--- src/rtl/axis_frame_scheduler_if.sv ---
`default_nettype none
// ============================================================================
// Module   : axis_frame_scheduler_if
// Brief    : AXI-Stream bundle carrying framed samples plus channel ID on TUSER.
// Revision : 1.0 - initial release
// ============================================================================
interface axis_frame_scheduler_if #(
  parameter int DATA_W = 32,
  parameter int CH_W   = 2
);
  logic [DATA_W-1:0] tdata;
  logic              tvalid;
  logic              tready;
  logic              tlast;
  logic [CH_W-1:0]   tuser;

  modport master (output tdata, output tvalid, output tlast, output tuser, input tready);
  modport slave  (input tdata, input tvalid, input tlast, input tuser, output tready);
endinterface
`default_nettype wire

--- src/rtl/axis_frame_scheduler.sv ---
`default_nettype none
// ============================================================================
// Module   : axis_frame_scheduler
// Brief    : Round-robin frame scheduler sharing one AXI-Stream output among
//            NUM_CH FWFT channel buffers, FRAME_LEN beats per grant, with a
//            programmable idle gap after each frame.
// Revision : 1.0 - initial release
// ============================================================================
module axis_frame_scheduler #(
  parameter int NUM_CH     = 4,
  parameter int CH_W       = 2,
  parameter int DATA_W     = 32,
  parameter int FRAME_LEN  = 64,
  parameter int GAP_CYCLES = 2
) (
  input  wire logic                     clk,
  input  wire logic                     reset_b,
  input  wire logic                     enable,
  input  wire logic [NUM_CH-1:0]        ch_frame_ready,
  input  wire logic [NUM_CH-1:0]        ch_valid,
  input  wire logic [NUM_CH*DATA_W-1:0] ch_data,
  output logic      [NUM_CH-1:0]        ch_pop,
  axis_frame_scheduler_if.master        m_axis,
  output logic                          frame_active,
  output logic                          frame_done,
  output logic      [15:0]              frames_sent
);

  localparam int BEAT_W = $clog2(FRAME_LEN);
  localparam int GAP_W  = (GAP_CYCLES > 1) ? $clog2(GAP_CYCLES) : 1;
  localparam logic [CH_W:0]     NUM_CH_E  = (CH_W+1)'(NUM_CH);
  localparam logic [CH_W-1:0]   LAST_CH   = CH_W'(NUM_CH - 1);
  localparam logic [BEAT_W-1:0] LAST_BEAT = BEAT_W'(FRAME_LEN - 1);
  localparam logic [GAP_W-1:0]  GAP_LOAD  = GAP_W'((GAP_CYCLES > 0) ? GAP_CYCLES - 1 : 0);

  typedef enum logic [1:0] {
    S_IDLE = 2'd0,
    S_SEND = 2'd1,
    S_GAP  = 2'd2
  } state_t;

  state_t            state_q;
  logic [CH_W-1:0]   grant_q;
  logic [CH_W-1:0]   rr_q;
  logic [BEAT_W-1:0] beat_q;
  logic [GAP_W-1:0]  gap_q;
  logic [15:0]       frames_sent_q;
  logic              done_q;

  // Per-channel FWFT head data, unpacked for indexing by the grant.
  logic [DATA_W-1:0] w_data [NUM_CH];
  for (genvar g = 0; g < NUM_CH; g++) begin : g_unpack
    assign w_data[g] = ch_data[g*DATA_W +: DATA_W];
  end

  // Requests rotated so bit 0 corresponds to the channel at rr_q.
  logic [NUM_CH-1:0] w_rot;
  assign w_rot = NUM_CH'({ch_frame_ready, ch_frame_ready} >> rr_q);

  logic [CH_W:0]   w_sum;
  logic [CH_W-1:0] w_pick;
  // Round-robin pick: lowest rotated request wins, then undo the rotation.
  always_comb begin
    w_sum = {1'b0, rr_q};
    for (int i = NUM_CH - 1; i >= 0; i--) begin
      if (w_rot[i]) begin
        w_sum = {1'b0, rr_q} + (CH_W+1)'(i);
      end
    end
    w_pick = (w_sum >= NUM_CH_E) ? CH_W'(w_sum - NUM_CH_E) : CH_W'(w_sum);
  end

  logic            w_send;
  logic            w_tvalid;
  logic            w_hs;
  logic            w_last;
  logic [CH_W-1:0] w_rr_next;

  assign w_send    = (state_q == S_SEND);
  assign w_tvalid  = w_send & ch_valid[grant_q];
  assign w_hs      = w_tvalid & m_axis.tready;
  assign w_last    = (beat_q == LAST_BEAT);
  assign w_rr_next = (grant_q == LAST_CH) ? '0 : grant_q + CH_W'(1);

  // Stream outputs are decoded from the registered state so every non-SEND
  // state, including unused encodings, presents an idle bus.
  assign m_axis.tvalid = w_tvalid;
  assign m_axis.tdata  = w_send ? w_data[grant_q] : '0;
  assign m_axis.tuser  = w_send ? grant_q : '0;
  assign m_axis.tlast  = w_tvalid & w_last;
  assign ch_pop        = w_hs ? (NUM_CH'(1) << grant_q) : '0;
  assign frame_active  = w_send;
  assign frame_done    = done_q;
  assign frames_sent   = frames_sent_q;

  // Scheduler FSM: arbitrate in IDLE, stream one frame in SEND, idle in GAP.
  always_ff @(posedge clk or negedge reset_b) begin
    if (!reset_b) begin
      state_q       <= S_IDLE;
      grant_q       <= '0;
      rr_q          <= '0;
      beat_q        <= '0;
      gap_q         <= '0;
      frames_sent_q <= '0;
      done_q        <= 1'b0;
    end else begin
      done_q <= 1'b0;
      case (state_q)
        S_IDLE: begin
          if (enable && (|ch_frame_ready)) begin
            grant_q <= w_pick;
            beat_q  <= '0;
            state_q <= S_SEND;
          end
        end
        S_SEND: begin
          if (w_hs) begin
            if (w_last) begin
              done_q        <= 1'b1;
              frames_sent_q <= frames_sent_q + 16'd1;
              rr_q          <= w_rr_next;
              beat_q        <= '0;
              if (GAP_CYCLES > 0) begin
                gap_q   <= GAP_LOAD;
                state_q <= S_GAP;
              end else begin
                state_q <= S_IDLE;
              end
            end else begin
              beat_q <= beat_q + BEAT_W'(1);
            end
          end
        end
        S_GAP: begin
          if (gap_q == '0) begin
            state_q <= S_IDLE;
          end else begin
            gap_q <= gap_q - GAP_W'(1);
          end
        end
        default: begin
          state_q <= S_IDLE;
        end
      endcase
    end
  end

endmodule
`default_nettype wire
--- src/flat_wrapper.sv ---
// flat-port wrapper written by rule: the top's interface ports become plain ports
module axis_frame_scheduler_flat 
#(
  parameter int NUM_CH     = 4,
  parameter int CH_W       = 2,
  parameter int DATA_W     = 32,
  parameter int FRAME_LEN  = 64,
  parameter int GAP_CYCLES = 2
)
  (clk, reset_b, enable, ch_frame_ready, ch_valid, ch_data, ch_pop, frame_active, frame_done, frames_sent, m_axis_tdata, m_axis_tvalid, m_axis_tlast, m_axis_tuser, m_axis_tready);
  axis_frame_scheduler_if #(.DATA_W(DATA_W), .CH_W(CH_W)) m_axis_i ();
  input  wire logic clk;
  input  wire logic reset_b;
  input  wire logic enable;
  input  wire logic [NUM_CH-1:0] ch_frame_ready;
  input  wire logic [NUM_CH-1:0] ch_valid;
  input  wire logic [NUM_CH*DATA_W-1:0] ch_data;
  output logic      [NUM_CH-1:0] ch_pop;
  output logic frame_active;
  output logic frame_done;
  output logic      [15:0] frames_sent;
  output wire logic [$bits(m_axis_i.tdata)-1:0] m_axis_tdata;
  output wire logic [$bits(m_axis_i.tvalid)-1:0] m_axis_tvalid;
  output wire logic [$bits(m_axis_i.tlast)-1:0] m_axis_tlast;
  output wire logic [$bits(m_axis_i.tuser)-1:0] m_axis_tuser;
  input wire logic [$bits(m_axis_i.tready)-1:0] m_axis_tready;
  assign m_axis_tdata = m_axis_i.tdata;
  assign m_axis_tvalid = m_axis_i.tvalid;
  assign m_axis_tlast = m_axis_i.tlast;
  assign m_axis_tuser = m_axis_i.tuser;
  assign m_axis_i.tready = m_axis_tready;
  axis_frame_scheduler #(.NUM_CH(NUM_CH), .CH_W(CH_W), .DATA_W(DATA_W), .FRAME_LEN(FRAME_LEN), .GAP_CYCLES(GAP_CYCLES)) u_core (.clk(clk), .reset_b(reset_b), .enable(enable), .ch_frame_ready(ch_frame_ready), .ch_valid(ch_valid), .ch_data(ch_data), .ch_pop(ch_pop), .m_axis(m_axis_i), .frame_active(frame_active), .frame_done(frame_done), .frames_sent(frames_sent));
endmodule
--- config.mk ---
export PLATFORM = sky130hd
export DESIGN_NAME = axis_frame_scheduler_flat
export DESIGN_NICKNAME = d
export VERILOG_FILES = /design/src/rtl/axis_frame_scheduler_if.sv /design/src/rtl/axis_frame_scheduler.sv /design/src/flat_wrapper.sv
export SDC_FILE = /design/constraint.sdc
export NUM_CORES = 1
export LEC_CHECK = 0
export ABC_AREA = 1
export CELL_PAD_IN_SITES_DETAIL_PLACEMENT = 1
export CELL_PAD_IN_SITES_GLOBAL_PLACEMENT = 2
export CORE_MARGIN = 4
export CORE_UTILIZATION = 16
export CTS_CLUSTER_DIAMETER = 120
export DETAILED_ROUTE_END_ITERATION = 16
export PLACE_DENSITY = 0.77
export SLEW_MARGIN = 15
export SYNTH_ARGS = -nofsm -noshare
export SYNTH_HDL_FRONTEND = slang
export SYNTH_SLANG_ARGS = --single-unit
--- constraint.sdc ---
create_clock -name clk -period 2.05 [get_ports clk]
set_input_delay 0.41 -clock clk [delete_from_list [all_inputs] [get_ports clk]]
set_output_delay 0.41 -clock clk [all_outputs]
set_load 0.02 [all_outputs]
==> reports/qor.yml, run 1 <==
floorplanning:
  dieHeight_um: 144
  die_w_um: 144
  initial_core_util: 0.164
  coreArea_sq_um: 18100
  io_pins: 198
  die_area_sq_um: 20900
  rows: 49
synthesis:
  syn_inst: 519
  synth_cell_types: 25
  ys_seq_elements: 30
  yosysWarnings: 0
  netlist_area_sq_um: 2980
  synth_top_area_frac: 0.252
  synthesis.nets: 665
  synth.largest_area_cell: "dfrtp_1"
  ys_top_cells_by_area: "dfrtp_1, nor2_1, nand2_1, o21ai_0, a21oi_1"
  yosysSeqAreaShare: 0.252
  synth.avg_cell_area_sq_um: 5.74
critical_path:
  worstSetupStartpointType: "flip-flop"
  path_class: "reg2out"
  path_cells: "buf_6, nor2_2, nor2_1, o21ai_2, a21oi_4, buf_4, buf_6, and2_4, buf_6"
  crit_required_ps: 1640
  path_max_fanout: 4
  endpoint_kind: "output port"
  worstPathArrival_ps: 1720
  slowest_delay_ps: 450
  worst_path_most_repeated_cell: "buf_6"
  crit_slowest_cell: "dfrtp_2"
  reg2reg_slack_ps: 150
  cp_num_buf_inv: 4
  crit_family: "buffers and inverters"
job:
  maxCapViolations: 0
pwr:
  p_total_mw: 3.67
  swShare: 0.394
  peakVddDrop_uv: 366
  leakage_nw: 2.62
  p_int_mw: 2.22
  seqPwrFrac: 0.188
  p_sw_mw: 1.45
  p_per_area_nw_per_um2: 619
  clockPowerShare: 0.191
  power_frac_comb: 0.622
cts:
  clkTransAtPathRegs_ps: 50
  cts_root_buf: "clkbuf_16"
  cts.sinks: 30
  h-tree-depth: 2
  tritoncts: "yes"
  cts_hold_buf: 0
  numCtsBuffers: 5
  clock_latency_ps: 270
  clk_path_buf_depth: 2
sta:
  tightest_slew_ps: 413
  skew_ps: 4.84
  setup_viol: 16
  maxSlewViolCount: 0
  hold_ws_ps: 513
  rsz0062_at_grt: "yes"
  hold_viol_final: 0
  finalWorstSetupSlack_ps: -75.6
  fin_crit_sh: 1.04
  max_slew_margin: 0.724
  max_freq_mhz: 470
  fin_crit_ps: 2130
global_route:
  grt_pass1_vias: 4523
  grt_max_degree: 33
  gr-max-usage-layer: "met2"
  antenna_found_initial: 0
  met1_usage: 0.190
  grt_use_met3: 0.0298
  overflow: 0
  grt_pass1_wl_um: 24900
  use_met2: 0.266
  track_usage: 0.150
place:
  pre_cts_ws_ps: -513
  hpwl_um: 12300
  dpl-instance-area_sq_um: 5480
  port_buffers: 197
  gp_congestion: 0.820
hold_path:
  hold_path.class: "reg2reg"
detailed_routing:
  routed_wirelength_um: 16800
  dr.pass1.iters: 4
  vias_per_cell: 4.46
  drt_iter0_markers: 131
  route.detailed.drc: 0
  ant_nets: 0
  num_vias: 4341
  routedWlPerCell_um: 17.3
outcome:
  violations: "setup timing"
  status: "finished with violations"
layout:
  drive_gt1_frac: 0.176
  final_cell_area_sq_um: 5920
  diodes: 0
  layout.nets: 890
  final_util: 0.326
  area_growth_syn_to_layout_pct: 98.7
-- cell usage in the layout (no fill, tap or decap), types with 6 or more instances in the layout --
master,n
nand3_1,27
buf_6,12
clkbuf_16,6
xnor2_1,8
xor2_1,9
ha_1,6
buf_12,10
nand2_1,94
nor2_2,11
inv_1,29
a21oi_1,28
nor2_1,137
dfrtp_1,28
o21ai_0,40
o21ai_1,32
buf_4,62
clkdlybuf4s50_1,154
-- power groups by stage --
| stage | clock network (mW) | logic, mW | registers, mW |
|---|---|---|---|
| final | 0.700 | 2.28 | 0.687 |
| after global routing | 0.762 | 2.48 | 0.697 |
| after CTS | 0.727 | 2.19 | 0.687 |
| after detailed placement | 0 | 2.10 | 0.696 |
| after global placement | 0 | 2.06 | 0.691 |
| after floorplan | 0 | 0.962 | 0.691 |
-- metal layers --
metal | vias up | wire length (um) | share of wire
li1 | 2118 | - | -
met1 | 2042 | 7100 | 0.42
met2 | 162 | 8110 | 0.48
met3 | 19 | 1320 | 0.078
met4 | 0 | 279 | 0.017
met5 | - | 0 | 0
-- metrics by stage --
| stage | instances | TNS (ps) |
|---|---|---|
| floorplan | 519 | 0 |
| global placement | 952 | -10230 |
| detailed placement | 952 | -11230 |
| CTS | 971 | -438 |
| global route | 974 | -3570 |
| finish | 974 | -427 |
-- logic make-up after synthesis --
kind of cell / count (synthesis) / synth area share
compound gates: 111 / 0.193
buf+inv: 64 / 0.0861
xor+xnor: 17 / 0.0500
simple gates: 291 / 0.394
flops: 30 / 0.252
fa+ha+maj: 6 / 0.0252
-- layout make-up --
class                      count  area (sq um)
clock buffer                   6           129
multi-input combinational    425          2070
clock inverter                 2          10.0
fill                        2233         12200
timing repair buffer         250          2550
tap                          229           287
inverter                      32           123
sequential                    30           753
-- cell usage after synthesis (all sizes together) --
master  count
a21boi      2
xnor2       8
nor2      153
nor3        5
dfrtp      30
nor3b       2
nand4       4
nand2      96
nand3b      2
nand3      28
buf        13
inv        32
o21bai      1
ha          6
a21oi      34
and2        1
o21ai      74
clkbuf     19
xor2        9
-- state kept, by name (all words and copies together), names as in the netlist --
register            cells
u_core.gap_q            1
u_core.grant_q          2
u_core.frame_done       1
u_core.beat_q           6
u_core.state_q          2
u_core.frames_sent     16
u_core.rr_q             2
-- worst register-to-register path, cell delays in order (launching register included) --
cell and delay [ps]:
dfrtp_2 450, buf_6 140, nor2_2 40, nor2_1 120, o21ai_2 90, a21oi_4 160, buf_4 130, buf_6 90
buf_4 110, nand3_4 70, buf_4 220, xor2_1 160
-- worst paths after layout --
check | start | end | depth (start not counted)
setup / recovery | u_core.grant_q[0]$_DFFE_PN0P_ | m_axis_tlast | 9
hold / removal | u_core.gap_q$_DFFE_PN0P_ | u_core.state_q[1]$_DFFE_PN0P_ | 2
setup reg to reg | u_core.grant_q[0]$_DFFE_PN0P_ | u_core.frames_sent[0]$_DFFE_PN0P_ | 11
hold reg to reg | u_core.gap_q$_DFFE_PN0P_ | u_core.state_q[1]$_DFFE_PN0P_ | 2
max in group asynchronous | reset_b | u_core.grant_q[1]$_DFFE_PN0P_ | 2
min in group asynchronous | reset_b | u_core.frame_done$_DFF_PN0_ | 2
-- what timing repair did --
action | CTS | global route
gates cloned | 4 | 1
pin swaps | 18 | 27
resized for setup | 209 | 49
buffers inserted | 7 | 2
setup endpoints to repair | 41 | 43
(Power assumes the default switching activity.)
==> run 2, diff against run 1 <==
--- a/config.mk
+++ b/config.mk
@@ -17,3 +17,4 @@
 export SYNTH_ARGS = -nofsm -noshare
 export SYNTH_HDL_FRONTEND = slang
 export SYNTH_SLANG_ARGS = --single-unit
+export TNS_END_PERCENT = 50
==> reports/qor.yml, run 2 (same netlist as run 1, synthesis figures left out) <==
detailed_routing:
  num_vias: 4392  # was 4341
  route.detailed.drc: 0  # unchanged
  routed_wirelength_um: 17600  # was 16800 um
  ant_nets: 0  # unchanged
  dr.pass1.iters: 4  # unchanged
  drt_iter0_markers: 135  # was 131
  routedWlPerCell_um: 17.8  # was 17.3 um
  vias_per_cell: 4.46  # about the same
place:
  port_buffers: 197  # unchanged
  gp_congestion: 0.820  # unchanged
  pre_cts_ws_ps: -513  # unchanged
  hpwl_um: 12300  # unchanged
sta:
  max_slew_margin: 0.722  # was 0.724
  fin_crit_sh: 1.04  # about the same
  fin_crit_ps: 2130  # about the same
  rsz0062_at_grt: "yes"  # unchanged
  tightest_slew_ps: 417  # was 413 ps
  setup_viol: 14  # was 16
  hold_viol_final: 0  # unchanged
  maxSlewViolCount: 0  # unchanged
  hold_ws_ps: 512  # was 513 ps
  max_freq_mhz: 469  # was 470 MHz
  skew_ps: 4.94  # was 4.84 ps
  finalWorstSetupSlack_ps: -81.3  # was -75.6 ps
job:
  maxCapViolations: 0  # unchanged
global_route:
  overflow: 0  # unchanged
  track_usage: 0.145  # was 0.150
  antenna_found_initial: 0  # unchanged
  grt_pass1_wl_um: 24200  # was 24900 um
  grt_max_degree: 37  # was 33
  grt_pass1_vias: 4467  # was 4523
outcome:
  violations: "setup timing"  # unchanged
  status: "finished with violations"  # unchanged
cts:
  h-tree-depth: 2  # unchanged
  cts_hold_buf: 0  # unchanged
  tritoncts: "yes"  # unchanged
  clk_path_buf_depth: 2  # unchanged
  clkTransAtPathRegs_ps: 50  # about the same
  cts.sinks: 30  # unchanged
  numCtsBuffers: 5  # unchanged
  clock_latency_ps: 270  # about the same
  cts_root_buf: "clkbuf_16"  # unchanged
floorplanning:
  die_w_um: 144  # unchanged
  io_pins: 198  # unchanged
  dieHeight_um: 144  # unchanged
  initial_core_util: 0.164  # unchanged
  coreArea_sq_um: 18100  # unchanged
  die_area_sq_um: 20900  # unchanged
  rows: 49  # unchanged
hold_path:
  hold_path.class: "reg2reg"  # unchanged
critical_path:
  worstPathArrival_ps: 1720  # about the same
  crit_required_ps: 1640  # about the same
  endpoint_kind: "output port"  # unchanged
  worstReg2RegStart: "u_core.grant_q[0]$_DFFE_PN0P_"  # unchanged
  worstSetupStartpointType: "flip-flop"  # unchanged
  path_max_fanout: 4  # unchanged
  cp-startpoint: "u_core.grant_q[0]$_DFFE_PN0P_"  # unchanged
  path_class: "reg2out"  # unchanged
  rr_endpoint: "u_core.frames_sent[0]$_DFFE_PN0P_"  # unchanged
  r2r_cells: 11  # unchanged
  critical_path.endpoint: "ch_pop[1]"  # was m_axis_tlast
  reg2reg_slack_ps: 100  # was 150 ps
layout:
  layout_common_cells: "clkdlybuf4s50_1, nor2_1, nand2_1"  # unchanged
  largest_reg_flops: 16  # unchanged
  layout.nets: 900  # was 890
  drive_gt1_frac: 0.216  # was 0.176
  diodes: 0  # unchanged
  layout_commonest_cell: "clkdlybuf4s50_1"  # unchanged
  area_growth_syn_to_layout_pct: 107  # was 98.7%
  final_util: 0.340  # was 0.326
pwr:
  p_total_mw: 3.85  # was 3.67 mW
  peakVddDrop_uv: 366  # about the same
  p_per_area_nw_per_um2: 624  # was 619 nW/um^2
  leakage_nw: 2.70  # was 2.62 nW
-- run 2: cell types whose count changed in the layout (fill, tap and decap cells not counted), moves of 3 or more --
cell,previous run,this run
nor2_2,11,21
buf_4,62,55
nor2_4,5,8
buf_8,1,5
clkbuf_16,6,10
buf_16,4,1
o21ai_1,32,35
o21ai_2,2,6
nor2_1,137,124
buf_6,12,21
o21ai_0,40,32
-- run 2: how the worst min path moves through the flow --
stage                                            start                       endpoint  cells past startpoint
after floorplan                                reset_b   u_core.beat_q[0]$_DFFE_PN0P_                      0
after global placement        u_core.gap_q$_DFFE_PN0P_  u_core.state_q[1]$_DFFE_PN0P_                      2
after detailed placement      u_core.gap_q$_DFFE_PN0P_  u_core.state_q[1]$_DFFE_PN0P_                      2
after CTS                     u_core.gap_q$_DFFE_PN0P_  u_core.state_q[1]$_DFFE_PN0P_                      2
after global routing      u_core.beat_q[3]$_DFFE_PN0P_   u_core.beat_q[3]$_DFFE_PN0P_                      2
final                         u_core.gap_q$_DFFE_PN0P_  u_core.state_q[1]$_DFFE_PN0P_                      2
-- run 2: stage by stage --
step,setup TNS [ps],instances,area (sq um)
5_1_grt,-2870,984,6180
3_5_place_dp,-11230,952,5480
2_1_floorplan,0,519,2980
4_1_cts,-521,966,5630
3_3_place_gp,-10230,952,5480
6_report,-476,984,6180
-- run 2: cell type report --
type                       instances  area [sq um]
clock buffer                       6           129
timing repair buffer             260          2710
clock inverter                     2          10.0
tap                              229           287
fill                            2225         12000
sequential                        30           753
multi-input combinational        425          2160
inverter                          32           128
-- run 2: what timing repair did --
item | in CTS | in global routing
cloned | 2 | 8
buffers inserted | 4 | 11
endpoints found under the setup margin | 41 | 42
hold endpoints to repair | 0 | 0
resized for setup | 181 | 125
pin swaps | 11 | 31
-- run 2: where the power goes --
| group | switching, mW | internal, mW | total (mW) |
|---|---|---|---|
| registers | 0.0395 | 0.647 | 0.687 |
| clock network | 0.255 | 0.445 | 0.700 |
| logic | 1.24 | 1.23 | 2.46 |
-- run 2: layer usage --
metal	global-route usage	share of wire	vias up
li1	-	-	2138
met3	0.0301	0.077	13
met5	0	0	-
met1	0.187	0.42	2094
met4	0.0260	0.013	0
met2	0.253	0.49	147
-- run 2: critical path, stage by stage (launching register included) --
cell,delay (ps)
dfrtp_2,460
buf_6,150
inv_8,60
buf_12,110
o21ai_4,60
a21oi_4,190
nand2_4,80
buf_4,140
nor2_4,70
buf_6,120
==> run 3, diff against run 2 <==
--- a/config.mk
+++ b/config.mk
@@ -8,6 +8,7 @@
 export ABC_AREA = 1
 export CELL_PAD_IN_SITES_DETAIL_PLACEMENT = 1
 export CELL_PAD_IN_SITES_GLOBAL_PLACEMENT = 2
+export CORE_ASPECT_RATIO = 0.7
 export CORE_MARGIN = 4
 export CORE_UTILIZATION = 16
 export CTS_CLUSTER_DIAMETER = 120
==> reports/qor.yml, run 3 (same netlist as run 1, synthesis figures left out) <==
pwr:
  peakVddDrop_uv: 255  # was 366 uV
  p_per_area_nw_per_um2: 631  # was 624 nW/um^2
  leakage_nw: 2.58  # was 2.70 nW
sta:
  finalWorstSetupSlack_ps: -51.8  # was -81.3 ps
  maxSlewViolCount: 0  # unchanged
  setup_viol: 10  # was 14
  fin_crit_sh: 1.03  # was 1.04
  hold_viol_final: 0  # unchanged
  fin_crit_ps: 2100  # was 2130 ps
  max_slew_margin: 0.715  # was 0.722
  tightest_slew_ps: 428  # was 417 ps
  rsz0062_at_grt: "yes"  # unchanged
  skew_ps: 6.05  # was 4.94 ps
  max_freq_mhz: 476  # was 469 MHz
detailed_routing:
  routedWlPerCell_um: 16.1  # was 17.8 um
  dr.pass1.iters: 4  # unchanged
  ant_nets: 0  # unchanged
  vias_per_cell: 4.28  # was 4.46
  routed_wirelength_um: 15800  # was 17600 um
  num_vias: 4196  # was 4392
  route.detailed.drc: 0  # unchanged
  drt_iter0_markers: 180  # was 135
place:
  pre_cts_ws_ps: -631  # was -513 ps
  hpwl_um: 12200  # was 12300 um
  port_buffers: 197  # unchanged
  gp_congestion: 0.805  # was 0.820
global_route:
  grt_pass1_vias: 4387  # was 4467
  antenna_found_initial: 0  # unchanged
  overflow: 0  # unchanged
  grt_max_degree: 32  # was 37
  grt_pass1_wl_um: 24000  # was 24200 um
  track_usage: 0.142  # was 0.145
critical_path:
  worstSetupStartpointType: "flip-flop"  # unchanged
  rr_endpoint: "u_core.frames_sent[7]$_DFFE_PN0P_"  # was u_core.frames_sent[0]$_DFFE_PN0P_
  worstPathArrival_ps: 1690  # was 1720 ps
  r2r_cells: 11  # unchanged
  path_max_fanout: 5  # was 4
  reg2reg_slack_ps: 210  # was 100 ps
  crit_required_ps: 1640  # about the same
  path_class: "reg2out"  # unchanged
  endpoint_kind: "output port"  # unchanged
  worstReg2RegStart: "u_core.grant_q[0]$_DFFE_PN0P_"  # unchanged
floorplanning:
  dieHeight_um: 122  # was 144 um
  initial_core_util: 0.164  # about the same
  rows: 41  # was 49
  io_pins: 198  # unchanged
  die_w_um: 171  # was 144 um
  die_area_sq_um: 20900  # about the same
  coreArea_sq_um: 18200  # was 18100 sq um
hold_path:
  hold_end: "u_core.state_q[1]$_DFFE_PN0P_"  # unchanged
  hold_start: "u_core.gap_q$_DFFE_PN0P_"  # unchanged
  hold_path.class: "reg2reg"  # unchanged
  holdPathStages: 2  # unchanged
layout:
  drive_gt1_frac: 0.184  # was 0.216
  area_growth_syn_to_layout_pct: 96.9  # was 107%
  diodes: 0  # unchanged
  fillCellCount: 2256  # was 2225
  final_util: 0.323  # was 0.340
  layout_common_cells: "clkdlybuf4s50_1, nor2_1, nand2_1"  # unchanged
  layout_commonest_cell: "clkdlybuf4s50_1"  # unchanged
  largest_reg_flops: 16  # unchanged
  layout.nets: 890  # was 900
  register_area_sq_um: 753  # unchanged
  multi_input_area_sq_um: 2100  # was 2160 sq um
outcome:
  status: "finished with violations"  # unchanged
  violations: "setup timing"  # unchanged
cts:
  numCtsBuffers: 5  # unchanged
  cts_root_buf: "clkbuf_16"  # unchanged
  h-tree-depth: 2  # unchanged
  clock_latency_ps: 270  # about the same
  cts_hold_buf: 0  # unchanged
  tritoncts: "yes"  # unchanged
  clk_path_buf_depth: 2  # unchanged
  cts.sinks: 30  # unchanged
  clkTransAtPathRegs_ps: 60  # was 50 ps
job:
  maxCapViolations: 0  # unchanged
## run 3: timing repair
action / 4_1_cts / 5_1_grt
endpoints found under the hold margin: 0 / 0
setup endpoints to repair: 40 / 40
pin swaps: 5 / 26
gates cloned: 2 / 1
gates resized for setup: 184 / 82
setup buffers: 8 / 3
## run 3: worst max-delay path: stages (launching register included)
cell and delay (ps):
dfrtp_2 440, buf_6 130, nor2_2 40, nor2_2 110
o21ai_2 80, a21oi_4 220, nand2_4 140, nor2_4 130
buf_6 120
## run 3: cell type report
type                    count  area share
clock buffers               5      0.0213
clock inverters             3     0.00683
multi-input cells         425       0.358
flip-flops and latches     30       0.128
well taps                 236      0.0503
repair buffers            250       0.414
inverters                  32      0.0205
## run 3: where the power goes
part	total (mW)	switching (mW)	internal [mW]
Combinational	2.18	1.13	1.05
Clock	0.838	0.270	0.568
Sequential	0.687	0.0400	0.647
Total	3.70	1.44	2.26
## run 3: metrics by stage
stage,area [sq um],hold WS (ps),cells,TNS [ps],power [mW]
4_1_cts,5630,541,977,-471,3.57
6_report,5870,533,981,-311,3.70
5_1_grt,5870,554,981,-3230,3.96
2_1_floorplan,2980,114,519,0,1.65
3_5_place_dp,5430,527,959,-11290,2.72
3_3_place_gp,5430,498,959,-10820,2.68
## run 3: routing by layer
layer / vias up / wire length, um / GRT usage
met5: - / 0 / 0
met4: 0 / 128 / 0.0213
met3: 10 / 661 / 0.0217
met2: 105 / 7720 / 0.239
met1: 1971 / 7330 / 0.197
li1: 2110 / - / -
## run 3: worst max path at each step
stage	startpoint	to	slack, ps
after global placement	ch_valid[0]	ch_pop[1]	-640
after global routing	u_core.grant_q[0]$_DFFE_PN0P_	ch_pop[2]	-140
after detailed placement	ch_valid[0]	ch_pop[1]	-630
final	u_core.grant_q[0]$_DFFE_PN0P_	ch_pop[2]	-50
after CTS	u_core.grant_q[0]$_DFFE_PN0P_	m_axis_tlast	-100
after floorplan	u_core.grant_q[1]$_DFFE_PN0P_	ch_pop[0]	40
